[src/rtl/subst_cipher_prog_if.sv]
// Handshake bundle for the programmable substitution cipher: request, result and table-write channels.
// Channel rule: a transfer happens on a rising edge where valid (or wr_en) and ready are both high.
interface subst_cipher_prog_if #(
    parameter int DIN_W  = 3,
    parameter int DOUT_W = 5
);
    logic              in_valid;
    logic              in_ready;
    logic              in_mode;
    logic [DOUT_W-1:0] in_data;
    logic              out_valid;
    logic              out_ready;
    logic [DOUT_W-1:0] out_data;
    logic              out_miss;
    logic              wr_en;
    logic [DIN_W-1:0]  wr_addr;
    logic [DOUT_W-1:0] wr_data;
    logic              wr_ready;

    modport master (
        output in_valid, in_mode, in_data, out_ready, wr_en, wr_addr, wr_data,
        input  in_ready, out_valid, out_data, out_miss, wr_ready
    );

    modport slave (
        input  in_valid, in_mode, in_data, out_ready, wr_en, wr_addr, wr_data,
        output in_ready, out_valid, out_data, out_miss, wr_ready
    );
endinterface

[src/rtl/subst_cipher_prog.sv]
// Programmable substitution cipher: table lookup for encrypt, one-entry-per-cycle
// reverse scan for decrypt, run-time writable table reloaded with key defaults on reset.
module subst_cipher_prog #(
    parameter int DIN_W   = 3,
    parameter int DOUT_W  = 5,
    parameter int KEY_MUL = 5,
    parameter int KEY_ADD = 3
) (
    input  logic               CLK,
    input  logic               nRST,
    subst_cipher_prog_if.slave bus,
    output logic [1:0]         fsm_state
);
    localparam int DEPTH = 2 ** DIN_W;

    typedef enum logic [1:0] {
        IDLE = 2'd0,
        SCAN = 2'd1,
        HOLD = 2'd2
    } state_t;

    state_t            state;
    logic [DOUT_W-1:0] tbl [DEPTH];
    logic [DOUT_W-1:0] key;
    logic [DIN_W-1:0]  idx;
    logic              out_valid_q;
    logic [DOUT_W-1:0] out_data_q;
    logic              out_miss_q;
    logic              accept;

    // Writes win over requests in IDLE; both channels are closed while busy.
    assign bus.wr_ready  = (state == IDLE);
    assign bus.in_ready  = (state == IDLE) && !bus.wr_en;
    assign accept        = bus.in_valid && bus.in_ready;

    assign bus.out_valid = out_valid_q;
    assign bus.out_data  = out_data_q;
    assign bus.out_miss  = out_miss_q;
    assign fsm_state     = state;

    always_ff @(posedge CLK) begin
        if (!nRST) begin
            state       <= IDLE;
            out_valid_q <= 1'b0;
            out_data_q  <= '0;
            out_miss_q  <= 1'b0;
            idx         <= '0;
            key         <= '0;
            // Truncation to DOUT_W bits gives the modulo 2**DOUT_W default entries.
            for (int i = 0; i < DEPTH; i++) begin
                tbl[i] <= DOUT_W'(i * KEY_MUL + KEY_ADD);
            end
        end else begin
            case (state)
                IDLE: begin
                    if (bus.wr_en) begin
                        tbl[bus.wr_addr] <= bus.wr_data;
                    end else if (accept) begin
                        if (!bus.in_mode) begin
                            out_data_q  <= tbl[bus.in_data[DIN_W-1:0]];
                            out_miss_q  <= 1'b0;
                            out_valid_q <= 1'b1;
                            state       <= HOLD;
                        end else begin
                            key   <= bus.in_data;
                            idx   <= '0;
                            state <= SCAN;
                        end
                    end
                end
                SCAN: begin
                    // Ascending scan, so duplicate entries resolve to the lowest index.
                    if (tbl[idx] == key) begin
                        out_data_q  <= DOUT_W'(idx);
                        out_miss_q  <= 1'b0;
                        out_valid_q <= 1'b1;
                        state       <= HOLD;
                    end else if (idx == DIN_W'(DEPTH - 1)) begin
                        out_data_q  <= '0;
                        out_miss_q  <= 1'b1;
                        out_valid_q <= 1'b1;
                        state       <= HOLD;
                    end else begin
                        idx <= idx + DIN_W'(1);
                    end
                end
                HOLD: begin
                    if (bus.out_ready) begin
                        out_valid_q <= 1'b0;
                        state       <= IDLE;
                    end
                end
                default: begin
                    out_valid_q <= 1'b0;
                    state       <= IDLE;
                end
            endcase
        end
    end
endmodule
[src/flat_wrapper.sv]
// flat-port wrapper written by rule: the top's interface ports become plain ports
module subst_cipher_prog_flat 
#(
    parameter int DIN_W   = 3,
    parameter int DOUT_W  = 5,
    parameter int KEY_MUL = 5,
    parameter int KEY_ADD = 3
)
  (CLK, nRST, fsm_state, bus_in_valid, bus_in_mode, bus_in_data, bus_out_ready, bus_wr_en, bus_wr_addr, bus_wr_data, bus_in_ready, bus_out_valid, bus_out_data, bus_out_miss, bus_wr_ready);
  subst_cipher_prog_if #(.DIN_W(DIN_W), .DOUT_W(DOUT_W)) bus_i ();
  input  logic CLK;
  input  logic nRST;
  output logic [1:0] fsm_state;
  input wire logic [$bits(bus_i.in_valid)-1:0] bus_in_valid;
  input wire logic [$bits(bus_i.in_mode)-1:0] bus_in_mode;
  input wire logic [$bits(bus_i.in_data)-1:0] bus_in_data;
  input wire logic [$bits(bus_i.out_ready)-1:0] bus_out_ready;
  input wire logic [$bits(bus_i.wr_en)-1:0] bus_wr_en;
  input wire logic [$bits(bus_i.wr_addr)-1:0] bus_wr_addr;
  input wire logic [$bits(bus_i.wr_data)-1:0] bus_wr_data;
  output wire logic [$bits(bus_i.in_ready)-1:0] bus_in_ready;
  output wire logic [$bits(bus_i.out_valid)-1:0] bus_out_valid;
  output wire logic [$bits(bus_i.out_data)-1:0] bus_out_data;
  output wire logic [$bits(bus_i.out_miss)-1:0] bus_out_miss;
  output wire logic [$bits(bus_i.wr_ready)-1:0] bus_wr_ready;
  assign bus_i.in_valid = bus_in_valid;
  assign bus_i.in_mode = bus_in_mode;
  assign bus_i.in_data = bus_in_data;
  assign bus_i.out_ready = bus_out_ready;
  assign bus_i.wr_en = bus_wr_en;
  assign bus_i.wr_addr = bus_wr_addr;
  assign bus_i.wr_data = bus_wr_data;
  assign bus_in_ready = bus_i.in_ready;
  assign bus_out_valid = bus_i.out_valid;
  assign bus_out_data = bus_i.out_data;
  assign bus_out_miss = bus_i.out_miss;
  assign bus_wr_ready = bus_i.wr_ready;
  subst_cipher_prog #(.DIN_W(DIN_W), .DOUT_W(DOUT_W), .KEY_MUL(KEY_MUL), .KEY_ADD(KEY_ADD)) u_core (.CLK(CLK), .nRST(nRST), .bus(bus_i), .fsm_state(fsm_state));
endmodule
[config.mk]
export PLATFORM = sky130hd
export DESIGN_NAME = subst_cipher_prog_flat
export DESIGN_NICKNAME = d
export VERILOG_FILES = /design/src/rtl/subst_cipher_prog_if.sv /design/src/rtl/subst_cipher_prog.sv /design/src/flat_wrapper.sv
export SDC_FILE = /design/constraint.sdc
export NUM_CORES = 1
export LEC_CHECK = 0
export CELL_PAD_IN_SITES_DETAIL_PLACEMENT = 1
export CELL_PAD_IN_SITES_GLOBAL_PLACEMENT = 1
export CORE_MARGIN = 2
export CORE_UTILIZATION = 50
export CTS_BUF_LIST = sky130_fd_sc_hd__clkbuf_16
export CTS_CLUSTER_SIZE = 25
export DETAILED_ROUTE_END_ITERATION = 10
export GPL_TIMING_DRIVEN = 0
export PLACE_DENSITY = 0.87
export REMOVE_ABC_BUFFERS = 1
export SLEW_MARGIN = 0
export SYNTH_ARGS = -nofsm -noshare
export SYNTH_HDL_FRONTEND = slang
export SYNTH_SLANG_ARGS = --single-unit
[constraint.sdc]
create_clock -name CLK -period 3.1 [get_ports CLK]
set_input_delay 0.465 -clock CLK [delete_from_list [all_inputs] [get_ports CLK]]
set_output_delay 0.465 -clock CLK [all_outputs]
set_load 0.005 [all_outputs]
==> reports/results.ini, run 1 <==
[cells_and_area]
syn_to_final_growth_pct=19.0
n_antenna_cell=0
multi_input_area_um2=1470
fill_cells=592
seqCellArea_um2=1600
drive_above_1_share=0.147
instances_no_fill=361
fin_nets=302

[logic_synthesis]
synth.most_common_cell=edfxtp_1
synth-seq-cells=60
synth-edff-count=40
synth_area_um2=3150
synth-main-ff-cell=edfxtp_1
netlist_top_cells_area=edfxtp_1, dfxtp_1, mux4_2
yosysTopAreaCellShare=0.381
yosys_warnings=0
syn_area_per_cell_um2=12.4
synthCells=255
synth_cell_types=38
yosysTopAreaCell=edfxtp_1
postSynth.asyncResetShare=0
synthTopCellsByCount=edfxtp_1, mux2i_1, dfxtp_1
seq_area_frac_synth=0.508

[sta]
finalHoldViolCount=0
max_freq_ghz=0.363
max_slew.worst_pin.slew_ns=0.753
rsz0062_at_grt=no
whs_ns=0.508
setup_slack_ns=0.344
fin_skew_ns=0.00325
relSlewSlack=0.492
period_share=0.889
tns_ns=0
slew_violations=0
fin_crit_ns=2.76
finalSetupViolCount=0

[power]
worst_ir_drop_vdd_uv=360
power.leakage_uw=0.00126
power-per-cell-area_nw_per_um2=561
power_uw=2110

[floorplanning]
coreArea_um2=5990
start_util=0.526
die_area_um2=6960
die_h_um=83.4
rows=28
ios=30
die_w_um=83.4

[cts]
path_clk_slew_ns=0.05
cts_sinks=60
cts_buffer_depth=2
cts_tree=built
cts_root_buffer=clkbuf_16
numCtsBuffers=9
cts_max_level=3
worst_skew_pair.late_latency_ns=0.32

[setup_path]
timing_worst_setup_path_type=reg -> reg
worstSetupStartpointType=flop
critPathMaxFanout=16
cp-end-kind=flop
critPathRequiredTime_ns=3.32
cp.arrival_ns=2.97

[detailed_routing]
viasPerCell=6.01
drt_iter0_markers=95
wl_per_cell_um=21.1
dr_total_vias=2170
ant_nets=0
wl_um=7610
drcViolationCount=0
first_pass_iters=4

[place]
gp_congestion=0.816
placed_cells=345
post-dp-hpwl_um=5560
dp_slack_ns=-0.583
numPortBuffers=29

[grt]
grt_pass1_vias=2348
antenna_found_initial=0
grt.total_usage=0.236
grt_max_degree=30
grt_pass1_wl_um=12500
overflow=0

[hold_path]
hp-class=reg -> reg

[run]
maxCapViolCount=0

[status]
outcome=finished clean

-- metal layers --
metal  routed length [um]  vias up  GRT usage
met5                    0        -          0
met2                 3980       57      0.415
li1                     -     1015          -
met1                 3200     1085      0.284
met3                  267       13     0.0557
met4                  165        0     0.0806
-- worst paths after layout --
kind,startpoint,to,slack (ns),cells past startpoint
worst max-delay path,flop,u_core.bus.out_data[1],0.34,6
worst min-delay path,u_core.bus.out_data[4],u_core.bus.out_data[4],0.51,2
worst max register to register,flop,u_core.bus.out_data[1],0.34,6
worst min register to register,u_core.bus.out_data[4],u_core.bus.out_data[4],0.51,2
-- cell families (layout without fill, tap and decap cells) --
logic type	after synthesis	after routing	synth area share
XOR/XNOR	5	5	0.0139
adder cells (fa/ha/maj)	2	2	0.00794
flip-flops	60	60	0.508
buffers and inverters	16	47	0.0258
AO/OA/AOI/OAI	27	27	0.0587
AND/OR/NAND/NOR	98	98	0.167
multiplexers	47	47	0.219
-- cell type report --
type,instances,area share
timing repair buffer,29,0.0760
multi-input combinational,179,0.392
sequential,60,0.427
tap,75,0.0250
clock buffer,9,0.0600
clock inverter,7,0.0180
inverter,2,0.00200
-- timing repair --
| item | 4_1_cts | 5_1_grt |
|---|---|---|
| hold buffers | 0 | 0 |
| gates cloned | 0 | 0 |
| gates resized for setup | 1 | 3 |
| endpoints found under the setup margin | 30 | 30 |
| setup buffers | 0 | 0 |
-- per-stage QoR --
stage / cell area [um^2] / util
5_1_grt: 3750 / 0.626
2_1_floorplan: 3080 / -
4_1_cts: 3750 / 0.627
3_5_place_dp: 3460 / 0.578
3_3_place_gp: 3460 / 0.578
6_report: 3750 / 0.626
-- flip-flops by register name, summed over array words and instances (netlist names), named ones only --
signal and cells:
u_core.fsm_state 2, u_core.key 5, u_core.tbl 40, u_core.bus.out_valid 1, u_core.idx 3, u_core.bus.out_data 5
u_core.bus.out_miss 1
-- power by group --
| part | internal, uW | leakage [uW] | switching (uW) |
|---|---|---|---|
| clock network | 617 | 0.000140 | 359 |
| logic | 109 | 0.000604 | 113 |
| registers | 881 | 0.000516 | 27.3 |
| total | 1610 | 0.00126 | 499 |
-- layout by cell type, fill, tap and decap left out, types with 2 or more instances in the layout --
cell / netlist / layout
a21boi_0: 2 / 2
a21oi_1: 5 / 5
and2_1: 16 / 16
and3_1: 2 / 2
clkbuf_16: 0 / 9
clkdlybuf4s50_1: 0 / 28
clkinv_1: 0 / 2
clkinv_4: 0 / 2
dfxtp_1: 20 / 19
edfxtp_1: 40 / 40
ha_1: 2 / 2
inv_1: 2 / 2
mux2_2: 5 / 5
mux2i_1: 25 / 25
mux4_2: 17 / 17
nand2_1: 18 / 18
nand2b_1: 10 / 10
nand3_1: 4 / 4
nand4_1: 2 / 2
nor2_1: 13 / 13
nor2b_1: 6 / 6
nor3_1: 8 / 8
nor4_1: 2 / 2
o2111a_1: 2 / 2
o211ai_1: 2 / 2
o21ai_0: 9 / 9
or2_2: 2 / 2
or3_1: 13 / 13
xor2_1: 5 / 5
-- critical path: stages, from the launching register on --
cell and delay, ns:
dfxtp_2 0.64, mux4_2 0.61, mux2i_1 0.19, xor2_1 0.24
nand3_1 0.33, or3_1 0.46, and3_1 0.17
No activity file was read; power rests on OpenSTA's default activity.
==> inputs of run 2 (changes only) <==
PLACE_DENSITY = 0.83   (was 0.87)
==> run 2 against run 1 <==
Cell area is 0.63% higher. Total power is 4.6% higher. Worst setup slack better by 0.046 ns. Count of clock-buffer cells in the layout stayed put. Clock skew hardly changed. Sequential share of layout area is 0.27 points lower. Combinational power hardly changed. First-iteration DRC count is 19% higher. Final cell count stayed put. Maximum frequency is 1.7% higher. Non-clock buffer count stayed put. Sequential power hardly changed.
==> reports/results.ini, run 2 (synthesis results as in run 1) <==
[power]
clkPwrFrac=0.487
p_switching_uw=512
worst_ir_drop_vdd_uv=537
p_sw_frac=0.233
share_comb_of_total_power=0.101
pwr-share-seq=0.413
internal_power_uw=1690
power.leakage_uw=0.00128
power_uw=2200
power-per-cell-area_nw_per_um2=583

[cells_and_area]
utilization=0.630
final_cell_mix=edfxtp_1, clkdlybuf4s50_1, mux2i_1, dfxtp_1, nand2_1
n_antenna_cell=0
layout_commonest_cell=edfxtp_1
drive_above_1_share=0.154
fin_nets=302
largest_reg_flops=40
syn_to_final_growth_pct=19.8
fill_cells=590
largest_register=u_core.tbl

[setup_path]
cp-end-kind=flop
worstSetupStartpointType=flop
r2r_setup_slack_ns=0.39
critPathRequiredTime_ns=3.32
timing_worst_setup_path_type=reg -> reg
reg2reg_to=u_core.bus.out_data[1]
cp.arrival_ns=2.93
r2r.worst_path.cells=6
critPathMaxFanout=16

[sta]
max_slew.worst_pin.slew_ns=0.726
finalSetupViolCount=0
setup_slack_ns=0.390
finalHoldViolCount=0
fin_skew_ns=0.00294
fin_crit_ns=2.71
max_freq_ghz=0.369
slew_violations=0
rsz0062_at_grt=no
period_share=0.874
relSlewSlack=0.514

[cts]
worst_skew_pair.late_latency_ns=0.33
cts_tree=built
cts_buffer_depth=2
cts_sinks=60
path_clk_slew_ns=0.06
holdBufCountCts=0
cts_root_buffer=clkbuf_16
cts_max_level=3
numCtsBuffers=9

[hold_path]
hp-class=reg -> reg
hold_end=u_core.bus.out_data[4]
worst_hold_path.num_cells=2
hp-start=u_core.bus.out_data[4]

[floorplanning]
rows=28
ios=30
die_h_um=83.4
start_util=0.526
coreArea_um2=5990
die_area_um2=6960
die_w_um=83.4

[detailed_routing]
first_pass_iters=4
wl_um=7920
ant_nets=0
dr_wl_met2_um=4190
maxUsedRoutingLayer=met4
dr_total_vias=2138
wl_per_cell_um=21.9
drt_iter0_markers=113
viasPerCell=5.92
drcViolationCount=0
met1Wirelength_um=3230
route.met3.wl_um=311

[grt]
overflow=0
grt_pass1_vias=2328
antenna_found_initial=0
grt_max_degree=30
grt_pass1_wl_um=12600
grt.total_usage=0.241

[place]
post-dp-hpwl_um=5670
gp_congestion=0.830
dp_slack_ns=-0.723
numPortBuffers=29

[status]
outcome=finished clean

[run]
maxCapViolCount=0

==> run 2: how the worst max path moves through the flow <==
stage,start,end,slack (ns),cells past startpoint
2_1_floorplan,flop,u_core.bus.out_data[1],0.54,6
3_3_place_gp,nRST,u_core.tbl[0][2],-0.58,4
3_5_place_dp,nRST,u_core.tbl[0][4],-0.72,4
4_1_cts,flop,u_core.bus.out_data[1],0.03,6
5_1_grt,flop,u_core.bus.out_data[1],0.18,6
6_report,flop,u_core.bus.out_data[1],0.39,6
==> run 2: timing repair <==
item | 4_1_cts | 5_1_grt
pin swaps | 1 | 0
setup endpoints to repair | 45 | 12
resized for setup | 2 | 2
gates cloned | 0 | 0
setup buffers | 0 | 0
hold endpoints to repair | 0 | 0
==> run 2: critical path: stages, from the launching register on <==
cell and delay, ns:
dfxtp_2 0.65, mux4_2 0.60, mux2i_1 0.21, xor2_1 0.22, nand3_1 0.29, or3_1 0.44
and3_1 0.18
==> run 2: cell type report <==
| cell class | count | area, um^2 | area share |
|---|---|---|---|
| flip-flops and latches | 60 | 1600 | 0.424 |
| clock inverters | 7 | 91.3 | 0.0242 |
| clock buffers | 9 | 225 | 0.0596 |
| inverters | 2 | 7.51 | 0.00199 |
| well taps | 75 | 93.8 | 0.0249 |
| multi-input cells | 179 | 1470 | 0.389 |
| repair buffers | 29 | 285 | 0.0755 |
==> run 2: power by group through the flow <==
stage	combinational [uW]	sequential [uW]	clock, uW
floorplan	123	916	0
global placement	215	922	0
detailed placement	221	925	0
CTS	225	909	1080
global route	239	913	1110
finish	221	909	1070
==> run 2: routing by layer <==
layer,global-route usage,vias up
met3,0.0765,15
met1,0.283,1057
met5,0,-
met4,0.0850,0
li1,-,1015
met2,0.418,51
==> run 2: metrics by stage <==
step	hold WS, ns	setup TNS, ns	area, um^2	instances
4_1_cts	0.522	0	3780	361
6_report	0.509	0	3780	361
3_5_place_dp	0.515	-24.67	3460	345
2_1_floorplan	0.482	0	3080	241
5_1_grt	0.543	0	3780	361
3_3_place_gp	0.488	-18.47	3460	345
